## config.mk

```make
export PLATFORM = sky130hd
export DESIGN_NAME = huffman_act_canon
export DESIGN_NICKNAME = d
export VERILOG_FILES = /design/src/rtl/huffman_act_canon.sv
export SDC_FILE = /design/constraint.sdc
export NUM_CORES = 1
export LEC_CHECK = 0
export BUFFER_PORTS_ARGS = -buffer_cell sky130_fd_sc_hd__buf_4
export CORE_MARGIN = 4
export CORE_UTILIZATION = 65
export DETAILED_ROUTE_END_ITERATION = 12
export PLACE_DENSITY = 0.86
export SYNTH_ARGS = -nofsm -noshare
export SYNTH_HDL_FRONTEND = slang
export SYNTH_SLANG_ARGS = --single-unit
export TNS_END_PERCENT = 20
```

## constraint.sdc

```tcl
create_clock -name clk -period 12.9 [get_ports clk]
set_clock_uncertainty 0.1 [all_clocks]
set_input_delay 1.29 -clock clk [delete_from_list [all_inputs] [get_ports clk]]
set_output_delay 1.29 -clock clk [all_outputs]
set_load 0.01 [all_outputs]
```

## src/rtl/huffman_act_canon.sv

```systemverilog
// Canonical-Huffman activation decoder: serial bits in, BW-bit symbols packed NUM_WORDS per output word.
// Code-length/symbol tables are programmable while idle; overlong codes raise a sticky error.
module huffman_act_canon #(
    parameter int BW        = 4,
    parameter int NUM_WORDS = 8,
    parameter int MAX_LEN   = 11,
    localparam int NSYM = 2 ** BW,
    localparam int AW   = ($clog2(NSYM) > $clog2(MAX_LEN + 1)) ? $clog2(NSYM) : $clog2(MAX_LEN + 1),
    localparam int DW   = (BW > $clog2(NSYM) + 1) ? BW : $clog2(NSYM) + 1,
    localparam int OCW  = $clog2(NUM_WORDS + 1)
) (
    input  logic                    clk,
    input  logic                    reset,
    input  logic                    in_bit,
    input  logic                    in_valid,
    output logic                    in_ready,
    input  logic                    flush,
    output logic [BW*NUM_WORDS-1:0] out,
    output logic                    out_valid,
    input  logic                    out_ready,
    output logic [OCW-1:0]          out_count,
    output logic                    error,
    input  logic                    cfg_we,
    input  logic                    cfg_sel,
    input  logic [AW-1:0]           cfg_addr,
    input  logic [DW-1:0]           cfg_data,
    output logic                    cfg_ready
);

    localparam int CW  = MAX_LEN + 1;
    localparam int LW  = $clog2(MAX_LEN + 1);
    localparam int CTN = 2 ** LW;
    localparam int PW  = (NUM_WORDS > 1) ? $clog2(NUM_WORDS) : 1;
    localparam int OW  = BW * NUM_WORDS;

    localparam logic [PW-1:0] PTR_TOP  = PW'(NUM_WORDS - 1);
    localparam logic [LW-1:0] LAST_LEN = LW'(MAX_LEN - 1);

    // Default tables reproduce the legacy activation tree.
    function automatic logic [DW-1:0] default_count(input int l);
        case (l)
            1:                 return DW'(1);
            4:                 return DW'(7);
            5, 6, 7, 8, 9, 10: return DW'(1);
            11:                return DW'(2);
            default:           return DW'(0);
        endcase
    endfunction

    function automatic logic [BW-1:0] default_sym(input int i);
        case (i)
            11:      return BW'(12);
            12:      return BW'(11);
            13:      return BW'(15);
            14:      return BW'(13);
            15:      return BW'(14);
            default: return BW'(i);
        endcase
    endfunction

    logic [DW-1:0] count_tab [CTN];
    logic [BW-1:0] sym_tab   [NSYM];

    logic [LW-1:0] len;
    logic [CW-1:0] code;
    logic [CW-1:0] first;
    logic [CW-1:0] index;
    logic [OW-1:0] acc;
    logic [PW-1:0] ptr;

    logic          accept;
    logic [LW-1:0] len_inc;
    logic [CW-1:0] c;
    logic [CW-1:0] n_ext;
    logic [CW:0]   diff;
    logic          match;
    logic [BW-1:0] sym_pos;
    logic [BW-1:0] dec_sym;
    logic [OW-1:0] acc_new;
    logic          acc_empty;
    logic          word_done;
    logic          flush_go;
    logic [OCW-1:0] stored;

    assign in_ready  = !(out_valid && !out_ready && (ptr == '0));
    assign acc_empty = (ptr == PTR_TOP);
    assign cfg_ready = (len == '0) && acc_empty && !out_valid;
    assign accept    = in_valid && in_ready;

    // Code and first are kept pre-shifted, so the new bit simply fills the LSB.
    // A borrow out of the subtraction means c sits below this length's first code.
    always_comb begin
        len_inc = len + 1'b1;
        c       = code | CW'(in_bit);
        n_ext   = CW'(count_tab[len_inc]);
        diff    = {1'b0, c} - {1'b0, first};
        match   = !diff[CW] && (diff[CW-1:0] < n_ext);
        sym_pos = BW'(index + diff[CW-1:0]);
        dec_sym = sym_tab[sym_pos];
        acc_new = acc;
        acc_new[int'(ptr)*BW +: BW] = dec_sym;
    end

    assign word_done = accept && match && (ptr == '0);
    assign flush_go  = flush && !accept && (len == '0) && !acc_empty && (!out_valid || out_ready);
    assign stored    = OCW'(NUM_WORDS - 1) - OCW'(ptr);

    always_ff @(posedge clk) begin
        if (reset) begin
            for (int i = 0; i < CTN; i++) count_tab[i] <= default_count(i);
            for (int i = 0; i < NSYM; i++) sym_tab[i] <= default_sym(i);
            len       <= '0;
            code      <= '0;
            first     <= '0;
            index     <= '0;
            acc       <= '0;
            ptr       <= PTR_TOP;
            out       <= '0;
            out_valid <= 1'b0;
            out_count <= '0;
            error     <= 1'b0;
        end else begin
            if (cfg_we && cfg_ready) begin
                if (!cfg_sel) begin
                    if ((cfg_addr != '0) && (cfg_addr <= AW'(MAX_LEN)))
                        count_tab[cfg_addr[LW-1:0]] <= cfg_data;
                end else if ({1'b0, cfg_addr} < (AW + 1)'(NSYM)) begin
                    sym_tab[cfg_addr[BW-1:0]] <= cfg_data[BW-1:0];
                end
            end

            if (accept) begin
                if (match) begin
                    len   <= '0;
                    code  <= '0;
                    first <= '0;
                    index <= '0;
                    if (ptr == '0) begin
                        out       <= acc_new;
                        out_count <= OCW'(NUM_WORDS);
                        out_valid <= 1'b1;
                        acc       <= '0;
                        ptr       <= PTR_TOP;
                    end else begin
                        acc <= acc_new;
                        ptr <= ptr - 1'b1;
                    end
                end else if (len == LAST_LEN) begin
                    error <= 1'b1;
                    len   <= '0;
                    code  <= '0;
                    first <= '0;
                    index <= '0;
                end else begin
                    index <= index + n_ext;
                    first <= (first + n_ext) << 1;
                    code  <= c << 1;
                    len   <= len_inc;
                end
            end else if (flush_go) begin
                out       <= acc;
                out_count <= stored;
                out_valid <= 1'b1;
                acc       <= '0;
                ptr       <= PTR_TOP;
            end

            if (out_valid && out_ready && !word_done && !flush_go)
                out_valid <= 1'b0;
        end
    end

endmodule

```

==> flow_metrics.env, run 1 <==
export IMPL_grtUsageTotal=0.261
export IMPL_crit_chain="inv_1 -> ha_1 -> mux4_2 -> mux4_2 -> inv_1 -> ha_1 -> a21oi_1 -> o21ai_0 -> or4_1 -> a211oi_2 -> nand4_1 -> buf_4 -> o41ai_1 -> o22ai_1"
export IMPL_clk_latency_ns=0.54
export IMPL_clk_pin_slew_ns=0.06
export IMPL_dr_pass1_iters=6
export IMPL_syn_cell_area_um2=12400
export IMPL_synth_seq_area_share=0.517
export IMPL_start_util=0.660
export IMPL_ys_flop_type="edfxtp_1"
export IMPL_synth_simple_area_share=0.161
export IMPL_numCtsBuffers=25
export IMPL_io_pins=57
export IMPL_stdcell_area_um2=13600
export IMPL_maxCapViolCount=0
export IMPL_critPathArrivalTime_ns=5.62
export IMPL_synth_async_reset_ratio=0
export IMPL_cp_max_fo=32
export IMPL_yosysMostFrequentCell="edfxtp_1"
export IMPL_rr_endpoint="acc[11]"
export IMPL_rows=50
export IMPL_vdd_drop_max_v=0.000118
export IMPL_antenna_cells=0
export IMPL_critPathBufInv=3
export IMPL_required_ns=13.17
export IMPL_post_place_ws_ns=7.66
export IMPL_syn_avg_cell_area_um2=11.0
export IMPL_worstSetupStartpointType="register"
export IMPL_final_util=0.729
export IMPL_worstHoldPathType="reg -> reg"
export IMPL_wl_um=28000
export IMPL_drt_iter0_markers=950
export IMPL_die_x_um=146
export IMPL_r2r_start="len[1]"
export IMPL_min_delay_worst_endpoint="error"
export IMPL_via_per_inst=6.30
export IMPL_yosys_area_top_type="edfxtp_1"
export IMPL_die_area_um2=21300
export IMPL_synth_fa_ha_area_frac=0.0379
export IMPL_leakage_nw=4.78
export IMPL_synthToLayoutAreaGrowth_pct=10.4
export IMPL_synth_mux_area_frac=0.116
export IMPL_antenna_found_initial=0
export IMPL_grt_overflow_total=0
export IMPL_relSlewSlack=0.336
export IMPL_period_minus_slack_ns=5.35
export IMPL_synthTopCellsByCount="144 x edfxtp_1, 135 x nand2_1, 103 x dfxtp_1"
export IMPL_rsz0062_at_grt="no"
export IMPL_detail_route_antenna_nets=0
export IMPL_core_area_um2=18700
export IMPL_portBuffers=56
export IMPL_drv_slew=0
export IMPL_cts_max_level=1
export IMPL_dp_hpwl_um=18400
export IMPL_vias=8851
export IMPL_yosys_warnings=0
export IMPL_grt_max_degree=71
export IMPL_finalSetupTns_ns=0
export IMPL_fmax_mhz=187
export IMPL_synthTopCellsByArea="edfxtp_1 35%, dfxtp_1 17%, mux4_2 7.3%, nand2_1 4.1%, ha_1 3.1%"
export IMPL_layout_nets=1204
export IMPL_die_y_um=146
export IMPL_synth_top_family_by_area="simple AND/OR/NAND/NOR gates"
export IMPL_finalHoldViolCount=0
export IMPL_crit_family="compound AO/OA/AOI/OAI gates"
export IMPL_cts_sinks=247
export IMPL_post_cts_buffers=0
export IMPL_slowest_delay_ns=0.89
export IMPL_synth_xor_area_share=0.0162
export IMPL_hold_path_startpoint="error"
export IMPL_power_density_nw_per_um2=152
export IMPL_path_class="reg -> reg"
export IMPL_slowest_stage="ha_1"
export IMPL_synth_compound_area_frac=0.101
export IMPL_holdPathStages=2
export IMPL_cts_resized=0
export IMPL_cts_tree="done"
export IMPL_post_route_period_util=0.415
export IMPL_grt_pass1_wl_um=45600
export IMPL_synth_top_area_share=0.350
export IMPL_ctsHoldBuffers=0
export IMPL_synth_edf_count=144
export IMPL_r2r_cells=14
export IMPL_synth_seq_cells=247
export IMPL_fin_ws_ns=7.55
export IMPL_nFillCells=1232
export IMPL_drc=0
export IMPL_synthCells=1127
export IMPL_wl_per_cell_um=20.0
export IMPL_cts_root_buffer_cell="clkbuf_16"
export IMPL_placed_cell_area_um2=12900
export IMPL_finalSetupViolations=0
export IMPL_gp_congestion=0.884
export IMPL_clk_path_buf_depth=3
export IMPL_status="completed"
export IMPL_reg2reg_slack_ns=7.55
export IMPL_grt_pass1_vias=8741
export IMPL_drive_above_1_share=0.157
export IMPL_ys_types=70
export IMPL_cp_end_kind="register"
export IMPL_tightest_slew_ns=0.996
[layout by cell type (no fill, tap or decap), types with 40 or more instances in the layout]
| master | n |
|---|---|
| buf_4 | 63 |
| mux4_2 | 40 |
| and2_1 | 41 |
| nand2_1 | 135 |
| edfxtp_1 | 144 |
| inv_1 | 59 |
| o21ai_0 | 52 |
| dfxtp_1 | 103 |
| nor3_1 | 49 |
| a21oi_1 | 52 |
[power breakdown]
group	total, W	switching, W	internal, W	leakage (nW)
logic	0.000502	0.000306	0.000196	2.23
clock network	0.000696	0.000298	0.000398	0.393
registers	0.000881	0.0000217	0.000860	2.15
total	0.00208	0.000626	0.00145	4.78
[routing by layer]
metal  wire [um]  up-vias  global-route usage
met5           0        -                   0
met4         660        0              0.0750
met3        2150       66              0.0377
met2       14100      417               0.451
met1       11100     4241               0.348
li1            -     4127                   -
[cell type report]
type / count / area [um2] / area share
clock buffer: 35 / 696 / 0.0510
clock inverter: 10 / 87.6 / 0.00642
inverter: 63 / 236 / 0.0173
multi-input combinational: 752 / 5470 / 0.401
sequential: 247 / 6390 / 0.468
tap: 234 / 293 / 0.0215
timing repair buffer: 63 / 473 / 0.0347
[state kept, by name, indices dropped and copies added (netlist names)]
name / cells
count_tab: 80
sym_tab: 64
acc: 32
out: 32
code: 11
first: 11
index: 4
len: 4
out_count: 4
ptr: 3
error: 1
out_valid: 1
[stage by stage]
step / std cells / hold WS, ns / power [W]
after floorplan: 1151 / 0.332 / 0.00126
after global placement: 1359 / 0.336 / 0.00138
after detailed placement: 1359 / 0.337 / 0.00139
after CTS: 1404 / 0.347 / 0.00208
after global routing: 1404 / 0.366 / 0.00216
final: 1404 / 0.342 / 0.00208
[worst min-delay path: cells and delay by family (launching register included)]
family	cells	cell delay (ns)
flops	1	0.31
buf+inv	1	0.04
compound gates	1	0.05
[logic make-up after synthesis]
kind of cell               Yosys count
buffers and inverters              152
muxes                               91
DFF                                247
xor gates and xnor gates            19
AOI/OAI and AO/OA                  193
and+or+nand+nor                    389
other                                1
adders and majority gates           35
[how the worst max path moves through the flow]
stage,from,to,slack [ns],cells after the start
3_3_place_gp,len[1],acc[10],7.87,14
5_1_grt,len[1],acc[10],7.23,14
6_report,len[1],acc[11],7.55,14
4_1_cts,len[1],acc[11],7.64,14
2_1_floorplan,len[0],acc[10],7.51,19
3_5_place_dp,len[1],acc[11],7.66,14
(Power assumes the default switching activity.)
==> inputs of run 2 (changes only) <==
- CORE_UTILIZATION: 65 -> 62
- PLACE_DENSITY: 0.86 -> 0.82
- clock period: 12.9 -> 5.1 ns (I/O delays scaled with it)
==> run 2 against run 1 <==
- final cell count is 2.7% higher
- critical path depth did not move
- count of clock-buffer cells in the layout stayed put
- critical path type unchanged
- die area increased by 4.6%
- largest power group unchanged
- flip-flop and latch count did not move
==> flow_metrics.env, run 2 (synthesis gave the netlist of run 1 again) <==
export IMPL_whs_ns=0.157
export IMPL_status="completed"
export IMPL_die_x_um=149
export IMPL_tightest_slew_ns=1.00
export IMPL_cp_max_fo=30
export IMPL_rows=51
export IMPL_reg2reg_slack_ns=0.33
export IMPL_mostFrequentLayoutCells="144 x edfxtp_1, 135 x nand2_1, 103 x dfxtp_1, 67 x buf_4, 59 x inv_1"
export IMPL_grt_overflow_total=0
export IMPL_grt_pass1_vias=8655
export IMPL_slowest_delay_ns=0.52
export IMPL_slowest_stage="mux4_2"
export IMPL_grt_pass1_wl_um=44700
export IMPL_switchingPower_w=0.00161
export IMPL_cts_max_level=1
export IMPL_grtUsageTotal=0.249
export IMPL_fin_ws_ns=0.328
export IMPL_hold_path_startpoint="cfg_data[3]"
export IMPL_fmax_mhz=210
export IMPL_clk_latency_ns=0.54
export IMPL_die_area_um2=22200
export IMPL_multi_input_area_um2=5470
export IMPL_r2r_cells=14
export IMPL_nFillCells=1394
export IMPL_vias=8778
export IMPL_leakage_nw=4.82
export IMPL_core_area_um2=19500
export IMPL_worstHoldPathType="in -> reg"
export IMPL_p_sw_frac=0.303
export IMPL_largest_reg_flops=80
export IMPL_p_comb_frac=0.241
export IMPL_min_delay_worst_endpoint="sym_tab[12][3]"
export IMPL_wl_per_cell_um=18.9
export IMPL_dp_hpwl_um=17900
export IMPL_period_minus_slack_ns=4.77
export IMPL_crit_chain="inv_1 -> ha_1 -> buf_12 -> mux4_2 -> mux4_2 -> inv_1 -> ha_1 -> a21oi_1 -> o21ai_0 -> or4_1 -> a211oi_2 -> and4_1 -> a31oi_4 -> mux2_2"
export IMPL_detail_route_antenna_nets=0
export IMPL_post_place_ws_ns=0.399
export IMPL_internal_power_w=0.00372
export IMPL_post_cts_buffers=0
export IMPL_drt_iter0_markers=833
export IMPL_required_ns=5.42
export IMPL_start_util=0.633
export IMPL_clk_pin_slew_ns=0.06
export IMPL_rsz0062_at_grt="no"
export IMPL_p_clk_frac=0.342
export IMPL_via_per_inst=6.09
export IMPL_ctsHoldBuffers=0
export IMPL_cts_tree="done"
export IMPL_finalHoldViolCount=0
export IMPL_die_y_um=149
export IMPL_portBuffers=56
export IMPL_regMostFlops="count_tab"
export IMPL_cts_root_buffer_cell="clkbuf_16"
export IMPL_worstSetupStartpointType="register"
export IMPL_final_common_cell="edfxtp_1"
export IMPL_gp_congestion=0.930
export IMPL_holdPathStages=2
export IMPL_path_class="reg -> reg"
export IMPL_finalSetupTns_ns=0
export IMPL_dr_pass1_iters=8
export IMPL_seqCellArea_um2=6390
export IMPL_relSlewSlack=0.333
export IMPL_layout_nets=1210
export IMPL_numCtsBuffers=26
export IMPL_clk_path_buf_depth=3
export IMPL_r2r_start="len[1]"
export IMPL_maxCapViolCount=0
export IMPL_antenna_found_initial=0
export IMPL_critPathArrivalTime_ns=5.10
export IMPL_pwr_share_seq=0.417
export IMPL_io_pins=57
export IMPL_drive_above_1_share=0.162
export IMPL_post_route_period_util=0.936
export IMPL_wl_um=27200
export IMPL_drc=0
export IMPL_finalSetupViolations=0
export IMPL_power_density_nw_per_um2=387
export IMPL_cts_resized=0
export IMPL_grt_max_degree=74
export IMPL_largest_registers="count_tab x80, sym_tab x64"
export IMPL_antenna_cells=0
export IMPL_synthToLayoutAreaGrowth_pct=11.5
export IMPL_drv_slew=0
export IMPL_vdd_drop_max_v=0.000305
export IMPL_cts_sinks=247
export IMPL_rr_endpoint="ptr[0]"
export IMPL_cp_end_kind="register"
-- run 2: changes by cell type in the layout (fill, tap and decap cells not counted), sizes merged --
cell	before	now
clkinv	10	9
buf	63	68
inv	62	63
clkinvlp	0	2
-- run 2: final cells by class --
type / instances / area share
clock buffer: 35 / 0.0520
clock inverter: 12 / 0.00799
inverter: 63 / 0.0172
multi-input combinational: 752 / 0.397
sequential: 247 / 0.464
tap: 265 / 0.0241
timing repair buffer: 68 / 0.0380
-- run 2: per-layer routing --
layer  track usage  vias to the layer above  part of all wire
li1              -                     4136                 -
met3        0.0380                       49             0.072
met2         0.424                      368              0.50
met4        0.0645                        0             0.021
met1         0.337                     4225              0.41
met5             0                        -                 0
-- run 2: how the worst max path moves through the flow --
stage | start | to | slack [ns] | cells past startpoint
3_5_place_dp | len[1] | ptr[0] | 0.40 | 14
5_1_grt | len[1] | ptr[0] | 0.03 | 14
2_1_floorplan | len[0] | acc[12] | 0.04 | 19
3_3_place_gp | len[1] | ptr[0] | 0.50 | 14
6_report | len[1] | ptr[0] | 0.33 | 14
4_1_cts | len[1] | ptr[0] | 0.38 | 14
-- run 2: worst max-delay path, delay by kind of cell (launching register included) --
kind                       cells  cell delay [ns]
muxes                          3             1.22
and+or+nand+nor                2             0.93
DFF                            1             0.40
buffers and inverters          3             0.36
adders and majority gates      2             0.75
AOI/OAI and AO/OA              4             0.88
-- run 2: per-stage QoR --
| step | utilization | instances | instance area [um2] | power, W |
|---|---|---|---|---|
| after CTS | 0.705 | 1442 | 13800 | 0.00533 |
| after floorplan | - | 1151 | 12500 | 0.00320 |
| after global placement | 0.663 | 1395 | 12900 | 0.00349 |
| after global routing | 0.705 | 1442 | 13800 | 0.00555 |
| final | 0.705 | 1442 | 13800 | 0.00533 |
| after detailed placement | 0.663 | 1395 | 12900 | 0.00352 |
-- run 2: power groups by stage --
stage / clock network [W] / logic (W) / registers (W)
final: 0.00182 / 0.00128 / 0.00223
after global placement: 0 / 0.00123 / 0.00226
after CTS: 0.00184 / 0.00127 / 0.00223
after floorplan: 0 / 0.000957 / 0.00224
after detailed placement: 0 / 0.00125 / 0.00227
after global routing: 0.00192 / 0.00139 / 0.00223
==> inputs of run 3 (changes only) <==
==> constraint.sdc (replaced) <==
create_clock -name clk -period 5.1 [get_ports clk]
set_clock_uncertainty 0.1 [all_clocks]
set_input_delay 0.765 -clock clk [delete_from_list [all_inputs] [get_ports clk]]
set_output_delay 0.765 -clock clk [all_outputs]
set_load 0.01 [all_outputs]
==> run 3 against run 2 <==
- worst setup slack improved by 0.022 ns
- hold slack improved by 0.19 ns
- critical path depth did not move
- critical endpoint unchanged
- total power rose by 0.29%
- core utilization barely moved
- flip-flop and latch count did not move
- via count rose by 0.39%
- first-iteration DRC count fell by 0.60%
- sequential share of layout area barely moved
- maximum frequency rose by 0.47%
- global-route usage fell by 0.33 points
==> flow_metrics.env, run 3 (synthesis gave the netlist of run 1 again) <==
export IMPL_critPathArrivalTime_ns=5.07
export IMPL_placed_cell_area_um2=13000
export IMPL_mostFrequentLayoutCells="144 x edfxtp_1, 135 x nand2_1, 103 x dfxtp_1, 72 x buf_4, 59 x inv_1"
export IMPL_cp_end_kind="register"
export IMPL_numCtsBuffers=25
export IMPL_die_x_um=149
export IMPL_grtUsageTotal=0.245
export IMPL_via_per_inst=6.10
export IMPL_clk_pin_slew_ns=0.06
export IMPL_post_route_period_util=0.931
export IMPL_synthToLayoutAreaGrowth_pct=11.6
export IMPL_drive_above_1_share=0.161
export IMPL_rows=51
export IMPL_finalSetupViolations=0
export IMPL_die_y_um=149
export IMPL_final_common_cell="edfxtp_1"
export IMPL_detail_route_antenna_nets=0
export IMPL_status="completed"
export IMPL_start_util=0.633
export IMPL_worstHoldPathType="reg -> reg"
export IMPL_io_pins=57
export IMPL_vias=8812
export IMPL_wl_um=27000
export IMPL_rsz0062_at_grt="no"
export IMPL_grt_overflow_total=0
export IMPL_min_delay_worst_endpoint="error"
export IMPL_portBuffers=56
export IMPL_cp_max_fo=30
export IMPL_reg2reg_slack_ns=0.35
export IMPL_whs_ns=0.343
export IMPL_drt_iter0_markers=828
export IMPL_cts_root_buffer_cell="clkbuf_16"
export IMPL_cts_sinks=247
export IMPL_relSlewSlack=0.401
export IMPL_fmax_mhz=211
export IMPL_cts_max_level=1
export IMPL_drc=0
export IMPL_required_ns=5.42
export IMPL_r2r_cells=14
export IMPL_vdd_drop_max_v=0.000304
export IMPL_maxCapViolCount=0
export IMPL_antenna_found_initial=0
export IMPL_dp_hpwl_um=17700
export IMPL_worstSetupStartpointType="register"
export IMPL_power_density_nw_per_um2=388
export IMPL_clk_path_buf_depth=3
export IMPL_largest_registers="count_tab x80, sym_tab x64"
export IMPL_wl_per_cell_um=18.7
export IMPL_clk_latency_ns=0.54
export IMPL_rr_endpoint="ptr[0]"
export IMPL_grt_max_degree=74
export IMPL_period_minus_slack_ns=4.75
export IMPL_grt_pass1_vias=8548
export IMPL_leakage_nw=4.83
export IMPL_finalSetupTns_ns=0
export IMPL_hold_path_startpoint="error"
export IMPL_drv_slew=0
export IMPL_core_area_um2=19500
export IMPL_largest_reg_flops=80
export IMPL_tightest_slew_ns=0.893
export IMPL_ctsHoldBuffers=0
export IMPL_stdcell_area_um2=13800
export IMPL_path_class="reg -> reg"
export IMPL_holdPathStages=2
export IMPL_die_area_um2=22200
export IMPL_cts_resized=0
export IMPL_antenna_cells=0
export IMPL_r2r_start="len[1]"
export IMPL_finalHoldViolCount=0
export IMPL_dr_pass1_iters=5
export IMPL_gp_congestion=0.932
export IMPL_grt_pass1_wl_um=44100
export IMPL_post_cts_buffers=0
export IMPL_cts_tree="done"
export IMPL_layout_nets=1214
export IMPL_regMostFlops="count_tab"
==> run 3: worst max-delay path: stages, from the launching register on <==
cell	delay, ns
dfxtp_1	0.42
inv_1	0.07
ha_1	0.50
buf_12	0.20
mux4_2	0.32
mux4_2	0.53
inv_1	0.08
ha_1	0.25
a21oi_1	0.14
o21ai_0	0.07
or4_1	0.41
a211oi_2	0.25
and4_1	0.51
a31oi_4	0.38
mux2_2	0.39
==> run 3: stage by stage <==
stage,worst slack [ns],utilization,instances,total power [W]
finish,0.350,0.706,1444,0.00535
global placement,0.503,0.665,1400,0.00354
CTS,0.354,0.706,1444,0.00536
detailed placement,0.417,0.665,1400,0.00357
global route,0.0439,0.706,1444,0.00557
floorplan,0.0402,-,1151,0.00320
==> run 3: worst max path at each step <==
stage	from	to	slack, ns	depth (start not counted)
3_3_place_gp	len[1]	ptr[0]	0.50	14
3_5_place_dp	len[1]	ptr[0]	0.42	14
4_1_cts	len[1]	ptr[0]	0.35	14
6_report	len[1]	ptr[0]	0.35	14
2_1_floorplan	len[0]	acc[12]	0.04	19
5_1_grt	len[1]	ptr[0]	0.04	14
==> run 3: final cells by class <==
cell class / instances / area [um2]
clock buffers: 35 / 684
well taps: 265 / 332
inverters: 63 / 236
clock inverters: 9 / 110
fillers: 1387 / 5740
multi-input cells: 752 / 5470
flip-flops and latches: 247 / 6390
repair buffers: 73 / 561
==> run 3: report_power, final <==
| group | internal, W | switching (W) |
|---|---|---|
| Clock | 0.00104 | 0.000758 |
| Sequential | 0.00217 | 0.0000521 |
| Combinational | 0.000541 | 0.000782 |
==> run 3: layer usage <==
metal	track usage	vias up	wire length (um)
met3	0.0307	66	1850
met2	0.417	363	13500
met4	0.0700	0	764
met1	0.336	4241	10800
li1	-	4142	-
met5	0	-	0
